`src/rtl/clock_seq_pkg.sv`:
```
// Shared types and constants for the clock sequencer.
//   state_t   : sequencer FSM states
//   OP_*      : host command op codes carried on i_cmd_op
//   ready_in  : states in which a new command may be accepted
package clock_seq_pkg;

  localparam int unsigned OP_WIDTH = 2;

  typedef enum logic [1:0] {
    HALTED   = 2'd0,
    RUN      = 2'd1,
    STEP     = 2'd2,
    STOPPING = 2'd3
  } state_t;

  localparam logic [OP_WIDTH-1:0] OP_NOP  = 2'b00;
  localparam logic [OP_WIDTH-1:0] OP_RUN  = 2'b01;
  localparam logic [OP_WIDTH-1:0] OP_HALT = 2'b10;
  localparam logic [OP_WIDTH-1:0] OP_STEP = 2'b11;

  // Commands are only taken while the clock is either parked or free-running.
  function automatic logic ready_in(input state_t s);
    return (s == HALTED) || (s == RUN);
  endfunction

endpackage

```
`src/rtl/edge_detect.sv`:
```
// Rise/fall detector for a signal already in the i_clk domain.
//   i_clk, i_rst : system clock, async active-high reset
//   i_in         : sampled signal (generated clock)
//   o_rise       : i_in high now, low last cycle
//   o_fall       : i_in low now, high last cycle
module edge_detect (
  input  logic i_clk,
  input  logic i_rst,
  input  logic i_in,
  output logic o_rise,
  output logic o_fall
);

  logic gen_q;
  logic gen_d;

  assign gen_d = i_in;

  // Previous-cycle copy of the input.
  always_ff @(posedge i_clk or posedge i_rst) begin
    if (i_rst) begin
      gen_q <= 1'b0;
    end else begin
      gen_q <= gen_d;
    end
  end

  // Combinational so the sequencer reacts in the same cycle the edge is visible.
  assign o_rise = i_in & ~gen_q;
  assign o_fall = ~i_in & gen_q;

endmodule

```
`src/rtl/clock_sequencer.sv`:
```
// Run/halt/single-step controller for one divided clock.
// Drives the clock block's stop input and watches its output so the clock can
// free-run, be parked cleanly in its low phase, or emit exactly N cycles.
//   i_clk, i_rst  : system clock, async active-high reset
//   i_cmd_valid   : command valid
//   o_cmd_ready   : command ready (HALTED or RUN); transfer = valid & ready
//   i_cmd_op      : NOP / RUN / HALT / STEP
//   i_cmd_count   : STEP cycle count N
//   i_gen_clk     : generated clock from the clock block
//   o_stop        : freeze request to the clock block (1 = frozen)
//   o_running     : sequencer is not HALTED
//   o_done        : one-cycle pulse when HALT or STEP completes
//   o_cycles      : generated-clock rising edges since reset (wrapping)
module clock_sequencer
  import clock_seq_pkg::*;
#(
  parameter int unsigned p_count_width  = 16,
  parameter int unsigned p_cycles_width = 32
) (
  input  logic                      i_clk,
  input  logic                      i_rst,
  input  logic                      i_cmd_valid,
  output logic                      o_cmd_ready,
  input  logic [OP_WIDTH-1:0]       i_cmd_op,
  input  logic [p_count_width-1:0]  i_cmd_count,
  input  logic                      i_gen_clk,
  output logic                      o_stop,
  output logic                      o_running,
  output logic                      o_done,
  output logic [p_cycles_width-1:0] o_cycles
);

  state_t                     state_q,     state_d;
  logic [p_count_width-1:0]   remaining_q, remaining_d;
  logic [p_cycles_width-1:0]  cycles_q,    cycles_d;
  logic                       stop_q,      stop_d;
  logic                       running_q,   running_d;
  logic                       done_q,      done_d;
  logic                       ready_q,     ready_d;

  logic rise;
  logic fall;
  logic cmd_xfer;

  // Edge register for the generated clock.
  edge_detect u_edge (
    .i_clk  (i_clk),
    .i_rst  (i_rst),
    .i_in   (i_gen_clk),
    .o_rise (rise),
    .o_fall (fall)
  );

  assign cmd_xfer = i_cmd_valid & ready_q;

  // Next-state, counters and registered-output decode.
  always_comb begin
    state_d     = state_q;
    remaining_d = remaining_q;
    cycles_d    = cycles_q;
    done_d      = 1'b0;

    // Edge count runs in every state, including across command transfers.
    if (rise) begin
      cycles_d = cycles_q + p_cycles_width'(1);
    end

    unique case (state_q)
      HALTED: begin
        if (cmd_xfer) begin
          unique case (i_cmd_op)
            OP_RUN: state_d = RUN;
            OP_STEP: begin
              if (i_cmd_count != '0) begin
                state_d     = STEP;
                remaining_d = i_cmd_count;
              end else begin
                done_d = 1'b1;
              end
            end
            OP_HALT: done_d = 1'b1;
            OP_NOP:  ;
          endcase
        end
      end

      RUN: begin
        // A rise coinciding with a STEP transfer is not charged against N.
        if (cmd_xfer) begin
          unique case (i_cmd_op)
            OP_HALT: state_d = STOPPING;
            OP_STEP: begin
              if (i_cmd_count != '0) begin
                state_d     = STEP;
                remaining_d = i_cmd_count;
              end else begin
                state_d = STOPPING;
              end
            end
            OP_RUN:  ;
            OP_NOP:  ;
          endcase
        end
      end

      STEP: begin
        if (rise) begin
          remaining_d = remaining_q - p_count_width'(1);
          if (remaining_q == p_count_width'(1)) begin
            state_d = STOPPING;
          end
        end
      end

      STOPPING: begin
        // Only freeze after a fall so the clock always parks low.
        if (fall) begin
          state_d = HALTED;
          done_d  = 1'b1;
        end
      end

      default: state_d = HALTED;
    endcase

    stop_d    = (state_d == HALTED);
    running_d = (state_d != HALTED);
    ready_d   = ready_in(state_d);
  end

  // State and output registers.
  always_ff @(posedge i_clk or posedge i_rst) begin
    if (i_rst) begin
      state_q     <= HALTED;
      remaining_q <= '0;
      cycles_q    <= '0;
      stop_q      <= 1'b1;
      running_q   <= 1'b0;
      done_q      <= 1'b0;
      ready_q     <= 1'b1;
    end else begin
      state_q     <= state_d;
      remaining_q <= remaining_d;
      cycles_q    <= cycles_d;
      stop_q      <= stop_d;
      running_q   <= running_d;
      done_q      <= done_d;
      ready_q     <= ready_d;
    end
  end

  assign o_cmd_ready = ready_q;
  assign o_stop      = stop_q;
  assign o_running   = running_q;
  assign o_done      = done_q;
  assign o_cycles    = cycles_q;

endmodule
```
`config.mk`:
```
export PLATFORM = sky130hd
export DESIGN_NAME = clock_sequencer
export DESIGN_NICKNAME = d
export VERILOG_FILES = /design/src/rtl/clock_seq_pkg.sv /design/src/rtl/edge_detect.sv /design/src/rtl/clock_sequencer.sv
export SDC_FILE = /design/constraint.sdc
export NUM_CORES = 1
export LEC_CHECK = 0
export BUFFER_PORTS_ARGS = -buffer_cell sky130_fd_sc_hd__buf_2
export CAP_MARGIN = 20
export CORE_MARGIN = 10
export CORE_UTILIZATION = 55
export CTS_CLUSTER_SIZE = 8
export DETAILED_ROUTE_END_ITERATION = 8
export MAX_ROUTING_LAYER = met4
export PLACE_DENSITY = 0.79
export SYNTH_ARGS = -nofsm -noshare
export SYNTH_HDL_FRONTEND = slang
export SYNTH_HIERARCHICAL = 1
export SYNTH_SLANG_ARGS = --single-unit
export TNS_END_PERCENT = 50
```
`constraint.sdc`:
```
create_clock -name i_clk -period 2.17 [get_ports i_clk]
set_input_delay 0.217 -clock i_clk [delete_from_list [all_inputs] [get_ports i_clk]]
set_output_delay 0.217 -clock i_clk [all_outputs]
set_load 0.02 [all_outputs]
```
==> results of run 1 <==
## cell usage in the layout, fill, tap and decap left out, types with 3 or more instances in the layout
| cell type | instances |
|---|---|
| ha_1 | 8 |
| xor2_1 | 10 |
| inv_1 | 19 |
| and3_1 | 4 |
| o22a_1 | 4 |
| o21ai_0 | 7 |
| and2_1 | 3 |
| nor4_1 | 5 |
| nand2_1 | 24 |
| buf_4 | 15 |
| a21oi_1 | 15 |
| a31oi_1 | 8 |
| o22ai_1 | 3 |
| nor2_1 | 28 |
| dfrtp_1 | 53 |
| clkbuf_8 | 5 |
| buf_2 | 57 |
| mux2i_1 | 3 |
| nor3_1 | 8 |
| xnor2_1 | 20 |
| nand4_1 | 13 |
| nand3_1 | 13 |
## flip-flops by register name, summed over array words and instances (netlist names)
name / cells
state_q: 2
u_edge/gen_q: 1
remaining_q: 16
o_stop: 1
o_running: 1
o_done: 1
o_cycles: 32
o_cmd_ready: 1
## final cells by class
cell class	count	area [µm²]	share of cell area, %
multi-input combinational	223	1490	42.3
sequential	55	1380	39.1
timing repair buffer	73	408	11.6
tap	70	87.6	2.48
inverter	20	75.1	2.13
clock buffer	5	68.8	1.95
clock inverter	3	18.8	0.532
## routing by layer
| layer | wire length [µm] | global-route usage [%] |
|---|---|---|
| met2 | 3520 | 27.9 |
| met1 | 3260 | 22.6 |
| met4 | 89 | 4.43 |
| met3 | 495 | 3.76 |
| met5 | 0 | - |
## worst paths after layout
kind                                start         endpoint  slack [ps]  cells past startpoint
min in group asynchronous           i_rst     u_edge/gen_q         290                      3
setup / recovery           remaining_q[8]  remaining_q[12]         190                      4
hold / removal                  i_gen_clk     u_edge/gen_q          30                      1
setup reg to reg           remaining_q[8]  remaining_q[12]         190                      4
hold reg to reg              o_cycles[31]     o_cycles[31]         470                      1
max in group asynchronous           i_rst     o_cycles[13]        1020                      4
## metrics by stage
stage | hold WS [ps] | cells | power, mW | area, µm² | utilization [%]
after floorplan | -54.3 | 307 | 2.72 | 3010 | -
after global placement | 68.7 | 440 | 3.08 | 3430 | 65.9
after detailed placement | 72.6 | 440 | 3.13 | 3430 | 65.9
after CTS | 22.5 | 449 | 3.71 | 3530 | 67.8
after global routing | 22.3 | 449 | 4.00 | 3530 | 67.8
final | 33.5 | 449 | 3.72 | 3530 | 67.8
## cells by family after synthesis
kind of cell,after synthesis
multiplexers,4
buffers and inverters,29
XOR/XNOR,30
AND/OR/NAND/NOR,116
adder cells (fa/ha/maj),8
AO/OA/AOI/OAI,65
flip-flops,55
## worst reg2reg max path, stage by stage (launching register included)
cell and delay (ps):
dfrtp_1 440, or4_4 590, or4_4 500, a211oi_2 240
o22a_1 160
## power by group
part           internal, mW  switching, mW
Clock                 0.228          0.351
Sequential             1.30          0.278
Combinational         0.665          0.897
==> out/results.ini, run 1 <==
[run_status]
outcome=completed

[sta]
finalSetupTns_ps=0
report.final.slew_viol_count=0
finalCriticalPeriod_ps=1980
skew_ps=4.39
slew_headroom_pct=61.2
grt_setup_unrepaired=no
max_freq_mhz=504
final-setup-viol-count=0
finalWorstSetupSlack_ps=186
worst_slew_pin_slew_ps=581
hold_viol=0
fin_crit_sh_pct=91.4

[worst_setup_path]
crit_type=flop to flop
path_cells=or4_4, or4_4, a211oi_2, o22a_1
setup.worst_path.end_class=flop
crit_required_ps=2430
cp.arrival_ps=2240
crit_fanout=5
cpLargestDelayFamily=simple AND/OR/NAND/NOR gates
critical_path_buf_inv_count=0
cp_common_cell=or4_4
slowest_delay_ps=590
slowest_stage=or4_4
startpoint_type=flop

[final_layout]
nets=408
fillerInstances=421
n_antenna_cell=0
synthToLayoutAreaGrowth_pct=17.2
layout-drive-gt1-share_pct=24.8

[power]
powerDensity_mw_per_mm2=1050
power_leakage_nw=1.70
ir_drop_v=0.000775

[synthesis]
synth-compound-area-share_pct=15.2
synth_area_per_cell_um2=9.81
synthDistinctLibCells=61
yosys.area_share.adder_pct=3.32
synth_top_family_by_area=simple AND/OR/NAND/NOR gates
synth_nets=337
yosys_warnings=6
synth_area_mm2=0.00301
yosys_most_used_dff=dfrtp_1
synth.top_cell.area_share_pct=44.0
synth.area.mux_share_pct=1.37
synthMostInstantiatedCell=dfrtp_1
synth-seq-cells=55
syn-instance-count=307
synth_edf_count=0
async_flop_share_pct=100
ys_seq_area_share_pct=45.8
ys_top_cells_by_count=dfrtp_1 (53), nor2_1 (28), nand2_1 (24), inv_1 (20), xnor2_1 (20)
yosys.area.top_type=dfrtp_1
synthSimpleGateAreaFrac_pct=20.9
synthTopCellsByArea=dfrtp_1 (44%), xnor2_1 (5.8%), nor2_1 (3.5%)
synth-xor-area-share_pct=8.72

[cts]
clock_sinks=55
cts_inserted_buffers=5
cts_tree=built
root_buffer=clkbuf_8
cts.clk_slew.worst_paths_ps=100
holdBufCountCts=1
clock_path_buffers=2
cts-resized-gates=0
htreeDepth=2
cts_setup_buffers=0
clk_latency_ps=310

[detailed_routing]
drtIter0Drc=258
viasPerCell=5.86
drc=0
first_pass_iters=5
wirelength_um=7360
vias=2631
wl_per_cell_um=16.4
ant_nets=0

[floorplanning]
die-area_mm2=0.00884
rows=26
die_y_um=94
core_mm2=0.00520
fp.dieW_um=94
ios=58
initial_utilization_pct=57.9

[global_route]
grt_overflow_total=0
grt_first_pass_wirelength_um=12500
grt_use_total_pct=17.7
grt_pass1_vias=2662
antenna_found_initial=0
grt_start_max_net_pins=30

[placed_design]
post-place-ws_ps=207
dp.final_hpwl_um=5630
gp_congestion=0.920
io_buffers=57

[hold_path]
hold_class=primary input to flop

[flow_run]
drv_cap=0

(Power assumes the default switching activity.)
==> run 2: changes to the inputs <==
--- a/config.mk
+++ b/config.mk
@@ -9,6 +9,7 @@
 export CAP_MARGIN = 20
 export CORE_MARGIN = 10
 export CORE_UTILIZATION = 55
+export CTS_BUF_LIST = sky130_fd_sc_hd__clkbuf_16
 export CTS_CLUSTER_SIZE = 8
 export DETAILED_ROUTE_END_ITERATION = 8
 export MAX_ROUTING_LAYER = met4
==> out/results.ini, run 2 (synthesis gave the netlist of run 1 again) <==
[sta]
report.final.slew_viol_count=0  ; unchanged
hold_viol=0  ; unchanged
fin_crit_sh_pct=92.0  ; +0.59 points
max_freq_mhz=501  ; -0.64%
whs_ps=54.5  ; +21.1 ps
skew_ps=3.81  ; -0.578 ps
final-setup-viol-count=0  ; unchanged
finalCriticalPeriod_ps=2000  ; +12.8 ps
finalSetupTns_ps=0  ; unchanged
slew_headroom_pct=61.3  ; about the same
grt_setup_unrepaired=no
worst_slew_pin_slew_ps=580  ; -0.451 ps

[detailed_routing]
ant_nets=0  ; unchanged
vias=2616  ; -0.57%
drtIter0Drc=238  ; -7.8%
first_pass_iters=5  ; unchanged
wl_per_cell_um=16.5  ; +0.53%
viasPerCell=5.83  ; -0.57%
drc=0  ; unchanged
wirelength_um=7400  ; +0.53%

[cts]
htreeDepth=2  ; unchanged
holdBufCountCts=1  ; unchanged
cts_inserted_buffers=5  ; unchanged
cts_tree=built
root_buffer=clkbuf_16
cts-resized-gates=0  ; unchanged
clock_sinks=55  ; unchanged
clk_latency_ps=290  ; -20 ps
cts.clk_slew.worst_paths_ps=70  ; -30 ps
cts_setup_buffers=0  ; unchanged
clock_path_buffers=2  ; unchanged

[power]
power_leakage_nw=1.72  ; +1.5%
powerDensity_mw_per_mm2=1100  ; +4.1%
ir_drop_v=0.000769  ; -0.80%

[global_route]
grt_start_max_net_pins=30  ; unchanged
grt_overflow_total=0  ; unchanged
grt_first_pass_wirelength_um=12500  ; +0.50%
grt_pass1_vias=2647  ; -0.56%
antenna_found_initial=0  ; unchanged
grt_use_total_pct=17.9  ; +0.21 points

[floorplanning]
initial_utilization_pct=57.9  ; unchanged
fp.dieW_um=94  ; unchanged
core_mm2=0.00520  ; unchanged
die-area_mm2=0.00884  ; unchanged
ios=58  ; unchanged
rows=26  ; unchanged
die_y_um=94  ; unchanged

[final_layout]
most-common-layout-cells=buf_2 (57), dfrtp_1 (53), nor2_1 (28), nand2_1 (24), xnor2_1 (20)
n_antenna_cell=0  ; unchanged
layout-drive-gt1-share_pct=24.8  ; unchanged
fin_util_pct=68.9  ; +1.1 points
largest_reg_flops=32  ; unchanged
synthToLayoutAreaGrowth_pct=19.0
nets=408  ; unchanged
final_common_cell=buf_2

[hold_path]
hold_class=primary input to flop

[run_status]
outcome=completed

[worst_setup_path]
crit_fanout=6  ; +1
crit_type=flop to flop
cp.arrival_ps=2180  ; -60 ps
setup.worst_path.end_class=flop
startpoint_type=flop
crit_required_ps=2360  ; -70 ps

[placed_design]
dp.final_hpwl_um=5630  ; unchanged
gp_congestion=0.920  ; unchanged
io_buffers=57  ; unchanged

[flow_run]
drv_cap=0  ; unchanged

-- run 2: cell type report --
| cell class | count | area, µm² |
|---|---|---|
| sequential | 55 | 1380 |
| tap | 70 | 87.6 |
| multi-input combinational | 223 | 1490 |
| clock buffer | 5 | 125 |
| fill | 417 | 1620 |
| timing repair buffer | 73 | 408 |
| clock inverter | 3 | 18.8 |
| inverter | 20 | 75.1 |
-- run 2: critical path, cell delays in order (launching register included) --
cell	delay, ps
dfrtp_1	410
inv_1	90
ha_1	160
inv_1	110
nor4b_1	410
and2_1	310
a41oi_1	160
o22a_2	240
-- run 2: worst paths after layout --
kind / slack, ps / start / end / depth (start not counted)
worst max-delay path: 170 / state_q[0] / remaining_q[8] / 7
worst min-delay path: 50 / i_gen_clk / u_edge/gen_q / 1
worst max register to register: 170 / state_q[0] / remaining_q[8] / 7
worst min register to register: 470 / o_cycles[31] / o_cycles[31] / 1
max in group asynchronous: 1000 / i_rst / o_cycles[13] / 4
min in group asynchronous: 310 / i_rst / u_edge/gen_q / 3
-- run 2: routing by layer --
metal  GRT usage (%)  vias up  wire, µm
li1                -     1249         -
met1            22.6     1258      3310
met2            28.4       99      3570
met3            3.84       10       446
met4            4.56        0        82
met5               -        -         0
-- run 2: per-stage QoR --
| step | instance area [µm²] | power [mW] | std cells | setup WS [ps] |
|---|---|---|---|---|
| 5_1_grt | 3580 | 4.22 | 449 | 22.8 |
| 4_1_cts | 3580 | 3.94 | 449 | 179 |
| 2_1_floorplan | 3010 | 2.72 | 307 | 248 |
| 3_3_place_gp | 3430 | 3.08 | 440 | 233 |
| 3_5_place_dp | 3430 | 3.13 | 440 | 207 |
| 6_report | 3580 | 3.93 | 449 | 173 |
-- run 2: where the power goes --
group	leakage (nW)	internal (mW)	total (mW)	switching [mW]
logic	0.972	0.665	1.56	0.892
registers	0.678	1.30	1.57	0.277
clock network	0.0740	0.428	0.797	0.369
total	1.72	2.39	3.93	1.54
==> run 3: changes to the inputs <==
==> constraint.sdc (replaced) <==
create_clock -name i_clk -period 2.1 [get_ports i_clk]
set_input_delay 0.21 -clock i_clk [delete_from_list [all_inputs] [get_ports i_clk]]
set_output_delay 0.21 -clock i_clk [all_outputs]
set_load 0.02 [all_outputs]
==> out/results.ini, run 3 (synthesis gave the netlist of run 1 again) <==
[run_status]
outcome=completed

[detailed_routing]
drc=0  ; unchanged
wirelength_um=7680  ; +3.8%
first_pass_iters=4  ; -1
viasPerCell=5.81  ; -0.23%
drtIter0Drc=209  ; -12%
vias=2610  ; -0.23%
ant_nets=0  ; unchanged
wl_per_cell_um=17.1  ; +3.8%

[floorplanning]
ios=58  ; unchanged
die-area_mm2=0.00884  ; unchanged
initial_utilization_pct=57.9  ; unchanged
die_y_um=94  ; unchanged
rows=26  ; unchanged
fp.dieW_um=94  ; unchanged
core_mm2=0.00520  ; unchanged

[cts]
htreeDepth=2  ; unchanged
clock_path_buffers=2  ; unchanged
cts_tree=built
root_buffer=clkbuf_16
cts.clk_slew.worst_paths_ps=70  ; about the same
cts_inserted_buffers=5  ; unchanged
clk_latency_ps=300  ; about the same
clock_sinks=55  ; unchanged

[sta]
finalCriticalPeriod_ps=2030  ; +31.1 ps
whs_ps=40.2  ; -14.3 ps
finalWorstSetupSlack_ps=72.4  ; -101 ps
grt_setup_unrepaired=no
final-setup-viol-count=0  ; unchanged
finalSetupTns_ps=0  ; unchanged
report.final.slew_viol_count=0  ; unchanged
worst_slew_pin_slew_ps=541  ; -39.4 ps
fin_crit_sh_pct=96.6  ; +4.5 points
max_freq_mhz=493  ; -1.5%
slew_headroom_pct=63.9  ; +2.6 points
skew_ps=8.90  ; +5.09 ps
hold_viol=0  ; unchanged

[power]
power_leakage_nw=1.74  ; +0.73%
powerDensity_mw_per_mm2=1170  ; +7.0%
ir_drop_v=0.000875  ; +14%

[worst_setup_path]
crit_end=remaining_q[14]
rr_worst_depth=6  ; -1
reg2reg_from=u_edge/gen_q
r2r_slack_ps=70  ; -100 ps
setup.worst_path.end_class=flop
r2r_end=remaining_q[14]
crit_fanout=5  ; -1
cp.arrival_ps=2210  ; +30 ps
startpoint_type=flop
crit_required_ps=2290  ; -70 ps
crit_type=flop to flop
startpoint=u_edge/gen_q

[hold_path]
hp-start=i_gen_clk
hold_class=primary input to flop

[placed_design]
gp_congestion=0.906  ; -1.5%
post-place-ws_ps=108  ; -99.3 ps
io_buffers=57  ; unchanged
dp.final_hpwl_um=5610  ; -0.34%
dp_cells=440  ; unchanged

[global_route]
grt_overflow_total=0  ; unchanged
grt_pass1_vias=2632  ; -0.57%
grt_use_total_pct=18.3  ; +0.39 points
grt_first_pass_wirelength_um=13000  ; +3.6%
grt_start_max_net_pins=31  ; +3.3%
antenna_found_initial=0  ; unchanged

[final_layout]
layout.area.seq_mm2=0.00138  ; unchanged
n_antenna_cell=0  ; unchanged
multi_input_area_mm2=0.00150  ; +0.50%
synthToLayoutAreaGrowth_pct=20.6
nets=408  ; unchanged
layout-drive-gt1-share_pct=25.1  ; +0.26 points
most-common-layout-cells=buf_2 (57), dfrtp_1 (53), nor2_1 (28), nand2_1 (24), xnor2_1 (20)
instances_no_fill=449  ; unchanged
final_common_cell=buf_2
largest_reg_flops=32  ; unchanged
fillerInstances=396  ; -5.0%
fin_util_pct=69.8  ; +0.91 points

[flow_run]
drv_cap=0  ; unchanged

==> run 3: changes by cell type in the layout (fill, tap and decap cells not counted), sizes merged <==
cell | previous run | this run
bufinv | 0 | 1
clkinv | 2 | 0
clkinvlp | 0 | 1
==> run 3: metal layers <==
| layer | track usage (%) | wire [µm] | up-vias |
|---|---|---|---|
| li1 | - | - | 1253 |
| met1 | 23.5 | 3370 | 1258 |
| met2 | 28.0 | 3740 | 90 |
| met3 | 4.40 | 485 | 9 |
| met4 | 5.19 | 82 | 0 |
| met5 | - | 0 | - |
==> run 3: worst max-delay path, stage by stage (launching register included) <==
cell,delay [ps]
dfrtp_1,370
nor2b_1,160
nor4b_2,260
nand3b_1,220
or3b_1,420
a211o_1,310
a22o_1,170
==> run 3: final cells by class <==
cell class	instances	area share, %
well taps	70	2.41
repair buffers	73	11.6
clock inverters	3	1.27
multi-input cells	223	41.3
flip-flops and latches	55	38.0
clock buffers	5	3.44
inverters	20	2.07
==> run 3: timing repair <==
action                                  CTS  global route
gates resized for setup                   0             1
endpoints found under the setup margin    0             3
hold buffers                              1             0
endpoints found under the hold margin    25             0
buffers inserted                          0             0
==> run 3: report_power, final <==
part           internal (mW)  total (mW)  switching, mW
sequential              1.34        1.64          0.296
clock                  0.568       0.970          0.402
combinational          0.697        1.65          0.956
==> run 3: through the flow <==
stage / instance area (µm²) / power [mW]
6_report: 3630 / 4.26
5_1_grt: 3630 / 4.53
4_1_cts: 3620 / 4.23
3_5_place_dp: 3440 / 3.25
3_3_place_gp: 3440 / 3.19
2_1_floorplan: 3010 / 2.81
==> run 3: worst min-delay path by stage <==
stage | endpoint | slack, ps | cells after the start
CTS | u_edge/gen_q | 40 | 1
global placement | u_edge/gen_q | 60 | 2
global route | u_edge/gen_q | 40 | 1
detailed placement | u_edge/gen_q | 70 | 2
finish | u_edge/gen_q | 40 | 1
floorplan | u_edge/gen_q | -60 | 1
